**config.mk**
```make
export PLATFORM = sky130hd
export DESIGN_NAME = instr_sequencer
export DESIGN_NICKNAME = d
export VERILOG_FILES = /design/src/rtl/instr_sequencer.sv
export SDC_FILE = /design/constraint.sdc
export NUM_CORES = 1
export LEC_CHECK = 0
export ABC_CLOCK_PERIOD_IN_PS = 4700
export CELL_PAD_IN_SITES_DETAIL_PLACEMENT = 1
export CELL_PAD_IN_SITES_GLOBAL_PLACEMENT = 2
export CORE_MARGIN = 2
export CORE_UTILIZATION = 29
export DETAILED_ROUTE_END_ITERATION = 10
export MAX_ROUTING_LAYER = met4
export PLACE_DENSITY_LB_ADDON = 0.25
export REMOVE_ABC_BUFFERS = 1
export SYNTH_ARGS = -nofsm -noshare
export SYNTH_HDL_FRONTEND = slang
export SYNTH_SLANG_ARGS = --single-unit
```
**constraint.sdc**
```tcl
create_clock -name Clk -period 4.7 [get_ports Clk]
set_clock_uncertainty 0.15 [all_clocks]
set_input_delay 0.705 -clock Clk [delete_from_list [all_inputs] [get_ports Clk]]
set_output_delay 0.705 -clock Clk [all_outputs]
set_load 0.05 [all_outputs]
```
**src/rtl/instr_sequencer.sv**
```systemverilog
// Multi-cycle instruction sequencer: steps FETCH/DECODE/EXEC/MEM/WB for a simple core,
// driven by a single-step button or free-run mode, and counts retired instructions.
module instr_sequencer (
  input  logic        Clk,
  input  logic        Rst,
  input  logic        Step,
  input  logic        Run,
  input  logic        Halt,
  input  logic        Jump,
  input  logic        Branch,
  input  logic        BranchTaken,
  input  logic        IsLoad,
  input  logic        IsStore,
  input  logic        MemReady,
  output logic        PcEnable,
  output logic        PcSel,
  output logic        IrLoad,
  output logic        MemRead,
  output logic        MemWrite,
  output logic        RegWrite,
  output logic        Busy,
  output logic        Halted,
  output logic [2:0]  State,
  output logic [31:0] InstrCount
);

  typedef enum logic [2:0] {
    StIdle   = 3'd0,
    StFetch  = 3'd1,
    StDecode = 3'd2,
    StExec   = 3'd3,
    StMem    = 3'd4,
    StWb     = 3'd5,
    StHalt   = 3'd6
  } state_e;

  state_e      state_q, state_d;
  logic        step_q;
  logic        step_edge;
  logic        retire;
  logic [31:0] instr_count_q;

  // Only consulted in IDLE, so edges seen while busy are dropped rather than queued.
  assign step_edge = Step & ~step_q;

  always_comb begin
    state_d  = state_q;
    PcEnable = 1'b0;
    PcSel    = 1'b0;
    IrLoad   = 1'b0;
    MemRead  = 1'b0;
    MemWrite = 1'b0;
    RegWrite = 1'b0;
    retire   = 1'b0;
    case (state_q)
      StIdle: begin
        if (step_edge || Run) state_d = StFetch;
      end
      StFetch: begin
        IrLoad  = 1'b1;
        state_d = StDecode;
      end
      StDecode: begin
        state_d = Halt ? StHalt : StExec;
      end
      StExec: begin
        if (IsLoad || IsStore) begin
          state_d = StMem;
        end else if (Jump || (Branch && BranchTaken)) begin
          PcEnable = 1'b1;
          PcSel    = 1'b1;
          retire   = 1'b1;
          state_d  = StIdle;
        end else if (Branch) begin
          PcEnable = 1'b1;
          retire   = 1'b1;
          state_d  = StIdle;
        end else begin
          state_d = StWb;
        end
      end
      StMem: begin
        MemRead  = IsLoad;
        MemWrite = IsStore;
        if (MemReady) begin
          if (IsLoad) begin
            state_d = StWb;
          end else begin
            PcEnable = 1'b1;
            retire   = 1'b1;
            state_d  = StIdle;
          end
        end
      end
      StWb: begin
        RegWrite = 1'b1;
        PcEnable = 1'b1;
        retire   = 1'b1;
        state_d  = StIdle;
      end
      StHalt: begin
        state_d = StHalt;
      end
      default: begin
        state_d = StIdle;
      end
    endcase
  end

  assign Busy       = (state_q == StFetch) || (state_q == StDecode) || (state_q == StExec) ||
                      (state_q == StMem) || (state_q == StWb);
  assign Halted     = (state_q == StHalt);
  assign State      = state_q;
  assign InstrCount = instr_count_q;

  // step_q resets high so a button held through reset does not look like a fresh press.
  always_ff @(posedge Clk) begin
    if (Rst) begin
      state_q       <= StIdle;
      step_q        <= 1'b1;
      instr_count_q <= 32'd0;
    end else begin
      state_q <= state_d;
      step_q  <= Step;
      if (retire) instr_count_q <= instr_count_q + 32'd1;
    end
  end

endmodule

```
==> qor.txt, run 1 <==
TIMING
----------------------------------------------------------------------------------------------------
Rel. slew slack .......................................................................        45.8%
Final Hold Fails ......................................................................            0
Maximum clock frequency ...............................................................      267 MHz
RSZ-0062 raised after global routing ..................................................        false
Setup TNS after final layout ..........................................................         0 ps
Post-route clock period utilization ...................................................        79.8%
Clock period minus final worst setup slack ............................................      3750 ps
Worst-Margin Slew .....................................................................       806 ps
Number of max-slew violations in the final report .....................................            0
Count of endpoints failing setup in the final report ..................................            0

CTS
----------------------------------------------------------------------------------------------------
# clock sinks .........................................................................           36
Hold bufs inserted after CTS ..........................................................            0
Total clock buffers created by CTS ....................................................            5
Post-CTS Setup Repair Bufs ............................................................            0
Number of cells upsized or downsized after cts ........................................            0
Clock-pin slew reported for the worst setup and hold paths after clock tree synthesis .        70 ps
TritonCTS clock tree ..................................................................        built
Number of buffers on the longest clock path ...........................................            2
Later-pin clock latency in the skew report ............................................       280 ps
H-tree Lvls ...........................................................................            2
Cell chosen for the clock root ........................................................ sky130_fd_sc_hd__clkbuf_8

SETUP PATH
----------------------------------------------------------------------------------------------------
Crit path launch type .................................................................    input pin
Launching point of the worst reg2reg path ............................................. State[1]$_SDFFE_PP0P_
Setup crit end ........................................................................     PcEnable
Type of the worst setup path .......................................................... input pin to primary output
Number of gates on the worst path with buffers counted ................................            4
Crit Reg-Reg Endpoint ................................................................. InstrCount[18]$_SDFFE_PP0P_
Worst path bufs/invs ..................................................................            2
Slowest library cell on the worst path ................................................ sky130_fd_sc_hd__clkdlybuf4s50_1
Crit path max-delay family ............................................................ buffers and inverters
Type of destination of the critical path .............................................. primary output
Cell chain of the critical path ....................................................... clkdlybuf4s50_1 -> or4_1 -> nand2_1 -> clkdlybuf4s50_1
Req. time, crit path ..................................................................      3850 ps
Minimum setup slack among reg-to-reg paths ............................................      2070 ps
Worst setup path startpoint ...........................................................       IsLoad
Depth of the worst register-to-register path ..........................................            5
Arrival time of the worst setup path ..................................................      2900 ps
Largest driver fanout on the critical path ............................................            8
Most numerous cell on the critical path ............................................... sky130_fd_sc_hd__clkdlybuf4s50_1
Delay of the slowest cell on the worst path ...........................................       840 ps

SYNTH
----------------------------------------------------------------------------------------------------
Area share of the leading cell type in the synthesized netlist ........................        37.9%
Commonest cells post-synth ............................................................ sky130_fd_sc_hd__dfxtp_1, sky130_fd_sc_hd__a21oi_1, sky130_fd_sc_hd__nor2_1
Most used flip-flop cell after synthesis .............................................. sky130_fd_sc_hd__dfxtp_1
Count of yosys warnings during synthesis ..............................................            0
Synth Cell Area .......................................................................   1900 sq um
Library cell with the highest instance count after synthesis .......................... sky130_fd_sc_hd__dfxtp_1
Biggest area consumer among synthesized cells ......................................... sky130_fd_sc_hd__dfxtp_1
Distinct cell type count after synthesis ..............................................           40
Synthesized flop and latch total ......................................................           36
Async set-or-reset flop fraction in the synthesized netlist ...........................           0%
Share of synthesized area occupied by flip-flops and latches ..........................        37.9%
Largest cells by area after synthesis ................................................. sky130_fd_sc_hd__dfxtp_1, sky130_fd_sc_hd__a21oi_1, sky130_fd_sc_hd__nor2_1, sky130_fd_sc_hd__or3_1, sky130_fd_sc_hd__o21ai_0
Number of instances in the synthesized netlist ........................................          229
Average size of a mapped cell .........................................................   8.31 sq um
Count of flip-flops with a built-in enable after synthesis ............................            0

FINISH
----------------------------------------------------------------------------------------------------
Count of antenna diodes in the layout .................................................            0
Area growth from synthesis to layout ..................................................        35.5%
Share of layout cells above drive strength 1 ..........................................        7.17%
Post-route standard cell area excluding fillers .......................................   2580 sq um
Number of nets in the finished design .................................................          291

DIE
----------------------------------------------------------------------------------------------------
X dimension of the die ................................................................ 85.0 microns
Initial Util ..........................................................................        30.0%
Std-Cell Core Area ....................................................................   6350 sq um
Cell Rows .............................................................................           29
Die Area ..............................................................................   7230 sq um
# IOs .................................................................................           54
Vertical extent of the die ............................................................ 85.0 microns

ROUTING
----------------------------------------------------------------------------------------------------
Detail Route Antenna Nets .............................................................            0
Sum of routed wire length over all layers .............................................      5.08 mm
Post-detailed-route wirelength per cell ............................................... 14.3 microns
Average via count per standard cell ...................................................         5.27
Vias after detailed routing ...........................................................         1877
Drt first-iter violations .............................................................           63
DRC violations left ...................................................................            0
Length of the first detailed-routing pass in iterations ...............................            4

POWER
----------------------------------------------------------------------------------------------------
Largest voltage drop on the vdd net ...................................................   0.000109 V
P per Cell Area .......................................................................  275 nW/um^2
Pleak .................................................................................  0.000853 uW

GLOBAL ROUTING
----------------------------------------------------------------------------------------------------
Wire length of the first global-routing pass ..........................................      8.74 mm
Initial antenna violation count .......................................................            0
Aggregate global-route resource usage .................................................        15.3%
Final global-route overflow total .....................................................            0
Largest net degree at the start of global routing .....................................           37
Via count of the first global-routing pass ............................................         1840

WORST HOLD PATH
----------------------------------------------------------------------------------------------------
Start point of the worst hold path .................................................... InstrCount[1]$_SDFFE_PP0P_
Worst min path class .................................................................. register to register

FLOW RUN
----------------------------------------------------------------------------------------------------
Max-capacitance violation count .......................................................            0

PLACED DESIGN
----------------------------------------------------------------------------------------------------
DP HPWL ...............................................................................      3.66 mm
Routability congestion estimate from global placement .................................        0.699
Port Buffers ..........................................................................           53
Cell Area, Placed .....................................................................   2480 sq um

RUN STATUS
----------------------------------------------------------------------------------------------------
Status ................................................................................ finished clean

## layout by cell type (no fill, tap or decap), types with 6 or more instances in the layout
| cell type | Yosys | layout |
|---|---|---|
| sky130_fd_sc_hd__nor3_1 | 7 | 7 |
| sky130_fd_sc_hd__inv_1 | 6 | 6 |
| sky130_fd_sc_hd__o21ai_0 | 13 | 13 |
| sky130_fd_sc_hd__a21oi_1 | 25 | 25 |
| sky130_fd_sc_hd__o2111ai_1 | 7 | 7 |
| sky130_fd_sc_hd__nor2_1 | 22 | 22 |
| sky130_fd_sc_hd__nand2_1 | 14 | 14 |
| sky130_fd_sc_hd__clkbuf_8 | 0 | 7 |
| sky130_fd_sc_hd__and3_1 | 6 | 6 |
| sky130_fd_sc_hd__dfxtp_1 | 36 | 36 |
| sky130_fd_sc_hd__or3_1 | 12 | 12 |
| sky130_fd_sc_hd__nand3_1 | 7 | 7 |
| sky130_fd_sc_hd__o31ai_1 | 7 | 7 |
| sky130_fd_sc_hd__nand4_1 | 6 | 6 |
| sky130_fd_sc_hd__xor2_1 | 7 | 7 |
| sky130_fd_sc_hd__clkdlybuf4s50_1 | 0 | 53 |
| sky130_fd_sc_hd__or4_1 | 8 | 8 |
## cell type report
class | instances | area (sq um)
Clock buffer | 7 | 96.3
Fill cell | 742 | 3770
Inverter | 6 | 22.5
Multi-Input combinational cell | 176 | 1100
Sequential cell | 36 | 721
Tap cell | 77 | 96.3
Timing Repair Buffer | 54 | 538
## power by group
part / switching [uW] / internal, uW
Combinational: 88.4 / 49.9
Sequential: 19.3 / 311
Clock: 110 / 131
Total: 218 / 492
## flip-flops by register name, summed over array words and instances (netlist names)
| signal | flops |
|---|---|
| step_q | 1 |
| State | 3 |
| InstrCount | 32 |
## stage by stage
stage | utilization, % | cells | worst slack [ps] | power, uW | hold slack, ps
floorplan | - | 218 | 1720 | 420 | 455
global placement | 39.1 | 349 | 1000 | 476 | 335
detailed placement | 39.1 | 349 | 964 | 476 | 341
CTS | 40.6 | 356 | 958 | 717 | 351
global route | 40.6 | 356 | 848 | 741 | 371
finish | 40.6 | 356 | 949 | 709 | 343
## how the worst min path moves through the flow
stage	endpoint	slack, ps	cells past startpoint
floorplan	State[0]$_SDFFE_PP0P_	460	3
global placement	InstrCount[26]$_SDFFE_PP0P_	330	2
detailed placement	InstrCount[1]$_SDFFE_PP0P_	340	2
CTS	InstrCount[1]$_SDFFE_PP0P_	350	2
global route	InstrCount[13]$_SDFFE_PP0P_	370	2
finish	InstrCount[1]$_SDFFE_PP0P_	340	2
## cells by family (layout without fill, tap and decap cells)
group	Yosys count	in the layout	share of synthesized area [%]
AO/OA/AOI/OAI	66	66	22.0
buffers and inverters	17	67	4.08
adder cells (fa/ha/maj)	1	1	0.657
flip-flops	36	36	37.9
AND/OR/NAND/NOR	97	97	29.8
XOR/XNOR	12	12	5.52
## worst min-delay path, delay by kind of cell (launching register included)
family           cells  cell delay, ps
AO/OA/AOI/OAI        1              50
AND/OR/NAND/NOR      1              70
flip-flops           1             330
## layer usage
layer	share of wire (%)	GRT usage, %	up-vias
met3	3.0	3.21	2
li1	-	-	947
met4	0.20	3.46	0
met2	47	24.7	34
met1	50	19.6	894
met5	0	-	-
(Power assumes the default switching activity.)
==> inputs of run 2 (changes only) <==
--- a/config.mk
+++ b/config.mk
@@ -5,11 +5,11 @@
 export SDC_FILE = /design/constraint.sdc
 export NUM_CORES = 1
 export LEC_CHECK = 0
-export ABC_CLOCK_PERIOD_IN_PS = 4700
+export ABC_CLOCK_PERIOD_IN_PS = 3300
 export CELL_PAD_IN_SITES_DETAIL_PLACEMENT = 1
 export CELL_PAD_IN_SITES_GLOBAL_PLACEMENT = 2
 export CORE_MARGIN = 2
-export CORE_UTILIZATION = 29
+export CORE_UTILIZATION = 24
 export DETAILED_ROUTE_END_ITERATION = 10
 export MAX_ROUTING_LAYER = met4
 export PLACE_DENSITY_LB_ADDON = 0.25
==> constraint.sdc (replaced) <==
create_clock -name Clk -period 3.3 [get_ports Clk]
set_clock_uncertainty 0.15 [all_clocks]
set_input_delay 0.495 -clock Clk [delete_from_list [all_inputs] [get_ports Clk]]
set_output_delay 0.495 -clock Clk [all_outputs]
set_load 0.05 [all_outputs]
==> qor.txt, run 2 (synthesis gave the netlist of run 1 again) <==
SETUP PATH
----------------------------------------------------------------------------------------------------
Crit path launch type .................................................................    input pin
Req. time, crit path ..................................................................      2650 ps   -1200 ps
Type of the worst setup path .......................................................... input pin to primary output
Arrival time of the worst setup path ..................................................      2150 ps   -750 ps
Type of destination of the critical path .............................................. primary output
Largest driver fanout on the critical path ............................................            8   unchanged

DIE
----------------------------------------------------------------------------------------------------
Initial Util ..........................................................................        24.8%   -5.2 points
Cell Rows .............................................................................           32   +10%
# IOs .................................................................................           54   unchanged
Vertical extent of the die ............................................................ 93.0 microns   +9.5%
Std-Cell Core Area ....................................................................   7690 sq um   +21%
X dimension of the die ................................................................ 93.0 microns   +9.5%
Die Area ..............................................................................   8660 sq um   +20%

CTS
----------------------------------------------------------------------------------------------------
H-tree Lvls ...........................................................................            2   unchanged
Hold bufs inserted after CTS ..........................................................            0   unchanged
Number of buffers on the longest clock path ...........................................            2   unchanged
# clock sinks .........................................................................           36   unchanged
Total clock buffers created by CTS ....................................................            5   unchanged
Cell chosen for the clock root ........................................................ sky130_fd_sc_hd__clkbuf_8
Number of cells upsized or downsized after cts ........................................            0   unchanged
Clock-pin slew reported for the worst setup and hold paths after clock tree synthesis .        80 ps   about the same
Post-CTS Setup Repair Bufs ............................................................            0   unchanged
Later-pin clock latency in the skew report ............................................       290 ps   about the same
TritonCTS clock tree ..................................................................        built

ROUTING
----------------------------------------------------------------------------------------------------
Length of the first detailed-routing pass in iterations ...............................            4   unchanged
Average via count per standard cell ...................................................         4.88   -7.4%
Vias after detailed routing ...........................................................         1874   -0.16%
Sum of routed wire length over all layers .............................................      5.40 mm   +6.1%
DRC violations left ...................................................................            0   unchanged
Drt first-iter violations .............................................................           40   -37%
Detail Route Antenna Nets .............................................................            0   unchanged
Post-detailed-route wirelength per cell ............................................... 14.1 microns   -1.6%

TIMING
----------------------------------------------------------------------------------------------------
Min Hold Slack ........................................................................       350 ps   +6.84 ps
Maximum clock frequency ...............................................................      358 MHz
Final Hold Fails ......................................................................            0   unchanged
RSZ-0062 raised after global routing ..................................................        false
Post-route clock period utilization ...................................................        84.7%
Number of max-slew violations in the final report .....................................            0   unchanged
Clock period minus final worst setup slack ............................................      2790 ps
Count of endpoints failing setup in the final report ..................................            0   unchanged
Setup TNS after final layout ..........................................................         0 ps   unchanged
Rel. slew slack .......................................................................        41.4%   -4.5 points
Worst-Margin Slew .....................................................................       877 ps   +70.3 ps

FINISH
----------------------------------------------------------------------------------------------------
Most frequent standard cell in the layout excluding fill and tap cells ................ sky130_fd_sc_hd__clkdlybuf4s50_1
Commonest non-fill, non-tap cells in the layout ....................................... sky130_fd_sc_hd__clkdlybuf4s50_1, sky130_fd_sc_hd__dfxtp_1, sky130_fd_sc_hd__a21oi_1
Final standard cell count with taps included and fillers excluded .....................          384   +7.9%
Number of nets in the finished design .................................................          293   +0.69%
Share of layout cells above drive strength 1 ..........................................        8.51%   +1.3 points
Area of the multi-input gates .........................................................   1100 sq um   unchanged
Post-route standard cell area excluding fillers .......................................   2640 sq um   +2.5%
Area used by sequential logic in the layout ...........................................    721 sq um   unchanged
Area growth from synthesis to layout ..................................................        38.9%
Post-layout utilization of the core ...................................................        34.4%   -6.2 points
Fillers ...............................................................................          938   +26%
Flip-flop count of the largest register, all copies and words added ...................           32   unchanged
Count of antenna diodes in the layout .................................................            0   unchanged

PLACED DESIGN
----------------------------------------------------------------------------------------------------
# placed instances ....................................................................          376   +7.7%
Port Buffers ..........................................................................           53   unchanged
Cell Area, Placed .....................................................................   2540 sq um   +2.2%
DP HPWL ...............................................................................      3.96 mm   +8.0%
Routability congestion estimate from global placement .................................        0.710   +1.6%

POWER
----------------------------------------------------------------------------------------------------
P per Cell Area .......................................................................  401 nW/um^2   +46%
Largest voltage drop on the vdd net ...................................................   0.000192 V   +75%
Pleak .................................................................................  0.000875 uW   +2.6%

GLOBAL ROUTING
----------------------------------------------------------------------------------------------------
Wire length of the first global-routing pass ..........................................      9.08 mm   +3.9%
Via count of the first global-routing pass ............................................         1875   +1.9%
Largest net degree at the start of global routing .....................................           22   -41%
Final global-route overflow total .....................................................            0   unchanged
Aggregate global-route resource usage .................................................        13.4%   -1.9 points
Initial antenna violation count .......................................................            0   unchanged

WORST HOLD PATH
----------------------------------------------------------------------------------------------------
Worst min path class .................................................................. register to register

RUN STATUS
----------------------------------------------------------------------------------------------------
Status ................................................................................ finished clean

FLOW RUN
----------------------------------------------------------------------------------------------------
Max-capacitance violation count .......................................................            0   unchanged

[run 2: cell types whose count changed in the layout (fill, tap and decap cells not counted)]
cell / delta
sky130_fd_sc_hd__clkdlybuf4s50_1: -2
sky130_fd_sc_hd__clkbuf_8: -2
sky130_fd_sc_hd__clkinv_2: +1
sky130_fd_sc_hd__buf_4: +3
sky130_fd_sc_hd__bufinv_16: +1
sky130_fd_sc_hd__buf_12: +1
sky130_fd_sc_hd__clkbuf_1: +1
[run 2: where the power goes]
group | switching (uW) | internal (uW) | total [uW]
clock network | 167 | 224 | 391
logic | 126 | 74.1 | 200
registers | 27.0 | 443 | 470
total | 319 | 742 | 1060
[run 2: worst paths after layout]
kind	start	end	slack (ps)	cells after the start
min reg2reg	InstrCount[30]$_SDFFE_PP0P_	InstrCount[30]$_SDFFE_PP0P_	350	2
min	InstrCount[30]$_SDFFE_PP0P_	InstrCount[30]$_SDFFE_PP0P_	350	2
max	IsLoad	MemRead	510	3
max reg2reg	State[2]$_SDFFE_PP0P_	InstrCount[20]$_SDFFE_PP0P_	770	5
[run 2: worst max-delay path, stage by stage]
cell and delay [ps]:
sky130_fd_sc_hd__clkdlybuf4s50_1 650, sky130_fd_sc_hd__and3_1 200, sky130_fd_sc_hd__clkdlybuf4s50_1 790
[run 2: layout make-up]
type	instances	area share, %
Clock buffer	6	2.74
Inverter	6	0.852
Tap cell	102	4.83
Multi-Input combinational cell	176	41.8
Sequential cell	36	27.3
Timing Repair Buffer	56	21.2
Clock inverter	2	1.33
[run 2: layer usage]
| layer | vias up | track usage (%) | wire, microns |
|---|---|---|---|
| met2 | 31 | 22.3 | 2680 |
| li1 | 950 | - | - |
| met1 | 888 | 16.5 | 2520 |
| met4 | 0 | 3.68 | 43 |
| met3 | 5 | 2.66 | 161 |
| met5 | - | - | 0 |
[run 2: through the flow]
stage	setup WS (ps)	power, uW
after global placement	445	683
after floorplan	533	599
after CTS	468	1090
final	506	1060
after detailed placement	364	683
after global routing	369	1120
==> inputs of run 3 (changes only) <==
--- a/config.mk
+++ b/config.mk
@@ -5,7 +5,7 @@
 export SDC_FILE = /design/constraint.sdc
 export NUM_CORES = 1
 export LEC_CHECK = 0
-export ABC_CLOCK_PERIOD_IN_PS = 3300
+export ABC_CLOCK_PERIOD_IN_PS = 2280
 export CELL_PAD_IN_SITES_DETAIL_PLACEMENT = 1
 export CELL_PAD_IN_SITES_GLOBAL_PLACEMENT = 2
 export CORE_MARGIN = 2
==> constraint.sdc (replaced) <==
create_clock -name Clk -period 2.28 [get_ports Clk]
set_clock_uncertainty 0.15 [all_clocks]
set_input_delay 0.342 -clock Clk [delete_from_list [all_inputs] [get_ports Clk]]
set_output_delay 0.342 -clock Clk [all_outputs]
set_load 0.05 [all_outputs]
==> qor.txt, run 3 (synthesis gave the netlist of run 1 again) <==
SETUP PATH
----------------------------------------------------------------------------------------------------
Minimum setup slack among reg-to-reg paths ............................................       180 ps   -590 ps
Worst setup path startpoint ...........................................................       Branch
Slowest library cell on the worst path ................................................ sky130_fd_sc_hd__clkdlybuf4s50_1
Launching point of the worst reg2reg path ............................................. InstrCount[8]$_SDFFE_PP0P_
Arrival time of the worst setup path ..................................................      1710 ps   -440 ps
Delay of the slowest cell on the worst path ...........................................       490 ps   -300 ps
Largest driver fanout on the critical path ............................................            3   -5
Depth of the worst register-to-register path ..........................................            5   unchanged
Cell chain of the critical path ....................................................... clkdlybuf4s50_1 -> nor2_1 -> or4_1 -> nand2_1 -> buf_12
Crit path max-delay family ............................................................ simple AND/OR/NAND/NOR gates
Type of destination of the critical path .............................................. primary output
Worst path bufs/invs ..................................................................            2   unchanged
Crit Reg-Reg Endpoint ................................................................. InstrCount[26]$_SDFFE_PP0P_
Crit path launch type .................................................................    input pin
Number of gates on the worst path with buffers counted ................................            5   +2
Type of the worst setup path .......................................................... input pin to primary output
Setup crit end ........................................................................     PcEnable
Req. time, crit path ..................................................................      1790 ps   -860 ps

CTS
----------------------------------------------------------------------------------------------------
Hold bufs inserted after CTS ..........................................................            0   unchanged
H-tree Lvls ...........................................................................            2   unchanged
# clock sinks .........................................................................           36   unchanged
Cell chosen for the clock root ........................................................ sky130_fd_sc_hd__clkbuf_8
Post-CTS Setup Repair Bufs ............................................................            0   unchanged
Clock-pin slew reported for the worst setup and hold paths after clock tree synthesis .        80 ps   about the same
TritonCTS clock tree ..................................................................        built
Number of buffers on the longest clock path ...........................................            2   unchanged
Later-pin clock latency in the skew report ............................................       290 ps   about the same
Total clock buffers created by CTS ....................................................            5   unchanged

POWER
----------------------------------------------------------------------------------------------------
Proportion of power drawn by the clock network ........................................        36.0%   -0.8 points
P per Cell Area .......................................................................  546 nW/um^2   +36%
Flop pwr share ........................................................................        41.1%   -3.2 points
Largest voltage drop on the vdd net ...................................................   0.000327 V   +71%
Total power consumption of the routed design ..........................................      1600 uW   +50%
Switching share of power ..............................................................        30.3%   +0.16 points
Share of total power in combinational logic ...........................................        22.8%   +4.0 points
Pleak .................................................................................   0.00107 uW   +22%
Internal power consumption ............................................................      1110 uW   +50%
NetSw .................................................................................       483 uW   +51%

GLOBAL ROUTING
----------------------------------------------------------------------------------------------------
Wire length of the first global-routing pass ..........................................      9.45 mm   +4.0%
Final global-route overflow total .....................................................            0   unchanged
Aggregate global-route resource usage .................................................        14.0%   +0.62 points
Largest net degree at the start of global routing .....................................           37   +68%
Via count of the first global-routing pass ............................................         1979   +5.5%
Initial antenna violation count .......................................................            0   unchanged

TIMING
----------------------------------------------------------------------------------------------------
Rel. slew slack .......................................................................        65.5%   +24 points
Setup TNS after final layout ..........................................................         0 ps   unchanged
Post-route clock period utilization ...................................................        96.5%
Maximum clock frequency ...............................................................      455 MHz
Min setup slack post-route ............................................................      80.2 ps   -426 ps
Worst-Margin Slew .....................................................................       516 ps   -360 ps
Clock period minus final worst setup slack ............................................      2200 ps
Count of endpoints failing setup in the final report ..................................            0   unchanged
Final Hold Fails ......................................................................            0   unchanged
RSZ-0062 raised after global routing ..................................................        false
Min Hold Slack ........................................................................       353 ps   +3.10 ps
Number of max-slew violations in the final report .....................................            0   unchanged

ROUTING
----------------------------------------------------------------------------------------------------
Vias after detailed routing ...........................................................         1973   +5.3%
Post-detailed-route wirelength per cell ............................................... 13.7 microns   -2.7%
Sum of routed wire length over all layers .............................................      5.64 mm   +4.4%
Drt first-iter violations .............................................................           26   -35%
Detail Route Antenna Nets .............................................................            0   unchanged
DRC violations left ...................................................................            0   unchanged
Length of the first detailed-routing pass in iterations ...............................            3   -1
Average via count per standard cell ...................................................         4.79   -1.9%

FINISH
----------------------------------------------------------------------------------------------------
Count of antenna diodes in the layout .................................................            0   unchanged
Flip-flop count of the largest register, all copies and words added ...................           32   unchanged
Area growth from synthesis to layout ..................................................        53.6%
Commonest non-fill, non-tap cells in the layout ....................................... sky130_fd_sc_hd__clkdlybuf4s50_1, sky130_fd_sc_hd__dfxtp_1, sky130_fd_sc_hd__buf_4
Share of layout cells above drive strength 1 ..........................................        19.0%   +11 points
Most frequent standard cell in the layout excluding fill and tap cells ................ sky130_fd_sc_hd__clkdlybuf4s50_1
Number of nets in the finished design .................................................          321   +9.6%
Fillers ...............................................................................          940   +0.21%

FLOW RUN
----------------------------------------------------------------------------------------------------
Max-capacitance violation count .......................................................            0   unchanged

DIE
----------------------------------------------------------------------------------------------------
# IOs .................................................................................           54   unchanged
Cell Rows .............................................................................           32   unchanged
Std-Cell Core Area ....................................................................   7690 sq um   unchanged
Initial Util ..........................................................................        24.8%   unchanged
Die Area ..............................................................................   8660 sq um   unchanged
X dimension of the die ................................................................ 93.0 microns   unchanged
Vertical extent of the die ............................................................ 93.0 microns   unchanged

WORST HOLD PATH
----------------------------------------------------------------------------------------------------
Worst min path class .................................................................. register to register

PLACED DESIGN
----------------------------------------------------------------------------------------------------
Routability congestion estimate from global placement .................................        0.788   +11%
DP HPWL ...............................................................................      4.20 mm   +6.1%
Port Buffers ..........................................................................           53   unchanged
Minimum setup slack after placement ...................................................      -181 ps   -546 ps

RUN STATUS
----------------------------------------------------------------------------------------------------
Status ................................................................................ finished clean

[run 3: worst min path at each step]
stage / slack [ps] / startpoint / end / depth (start not counted)
finish: 350 / InstrCount[30]$_SDFFE_PP0P_ / InstrCount[30]$_SDFFE_PP0P_ / 2
global route: 380 / InstrCount[26]$_SDFFE_PP0P_ / InstrCount[26]$_SDFFE_PP0P_ / 2
CTS: 360 / InstrCount[26]$_SDFFE_PP0P_ / InstrCount[26]$_SDFFE_PP0P_ / 2
detailed placement: 340 / InstrCount[30]$_SDFFE_PP0P_ / InstrCount[30]$_SDFFE_PP0P_ / 2
global placement: 340 / InstrCount[30]$_SDFFE_PP0P_ / InstrCount[30]$_SDFFE_PP0P_ / 2
floorplan: 260 / Rst / InstrCount[11]$_SDFFE_PP0P_ / 1
[run 3: repair_timing]
| item | CTS | global route |
|---|---|---|
| cloned | 0 | 0 |
| setup endpoints to repair | 1 | 1 |
| resized for setup | 2 | 1 |
[run 3: worst reg2reg max path: cells and delay by family, from the launching register on]
kind            cells  cell delay (ps)
simple gates        3             1190
flops               1              380
compound gates      2              320
[run 3: routing by layer]
layer | track usage, % | share of wire [%]
met5 | - | 0
met4 | 4.04 | 1.1
met3 | 2.66 | 3.2
met2 | 22.3 | 47
met1 | 18.1 | 49
[run 3: power groups by stage]
stage                     registers, uW  clock network, uW  logic [uW]
after global placement              671                  0         367
after floorplan                     729                  0         138
after detailed placement            672                  0         369
after global routing                659                621         389
final                               656                575         364
after CTS                           657                595         368
[run 3: area by class of cell]
type / count / area, sq um / area share, %
Clock inverter: 2 / 35.0 / 1.20
Sequential cell: 36 / 721 / 24.6
Inverter: 6 / 22.5 / 0.770
Timing Repair Buffer: 84 / 841 / 28.8
Multi-Input combinational cell: 176 / 1100 / 37.8
Tap cell: 102 / 128 / 4.36
Clock buffer: 6 / 72.6 / 2.48
[run 3: metrics by stage]
step | area (sq um) | instances | utilization, %
final | 2920 | 412 | 38.0
after global routing | 2920 | 412 | 38.0
after CTS | 2920 | 412 | 38.0
after detailed placement | 2820 | 404 | 36.6
after global placement | 2820 | 404 | 36.6
after floorplan | 1850 | 218 | -
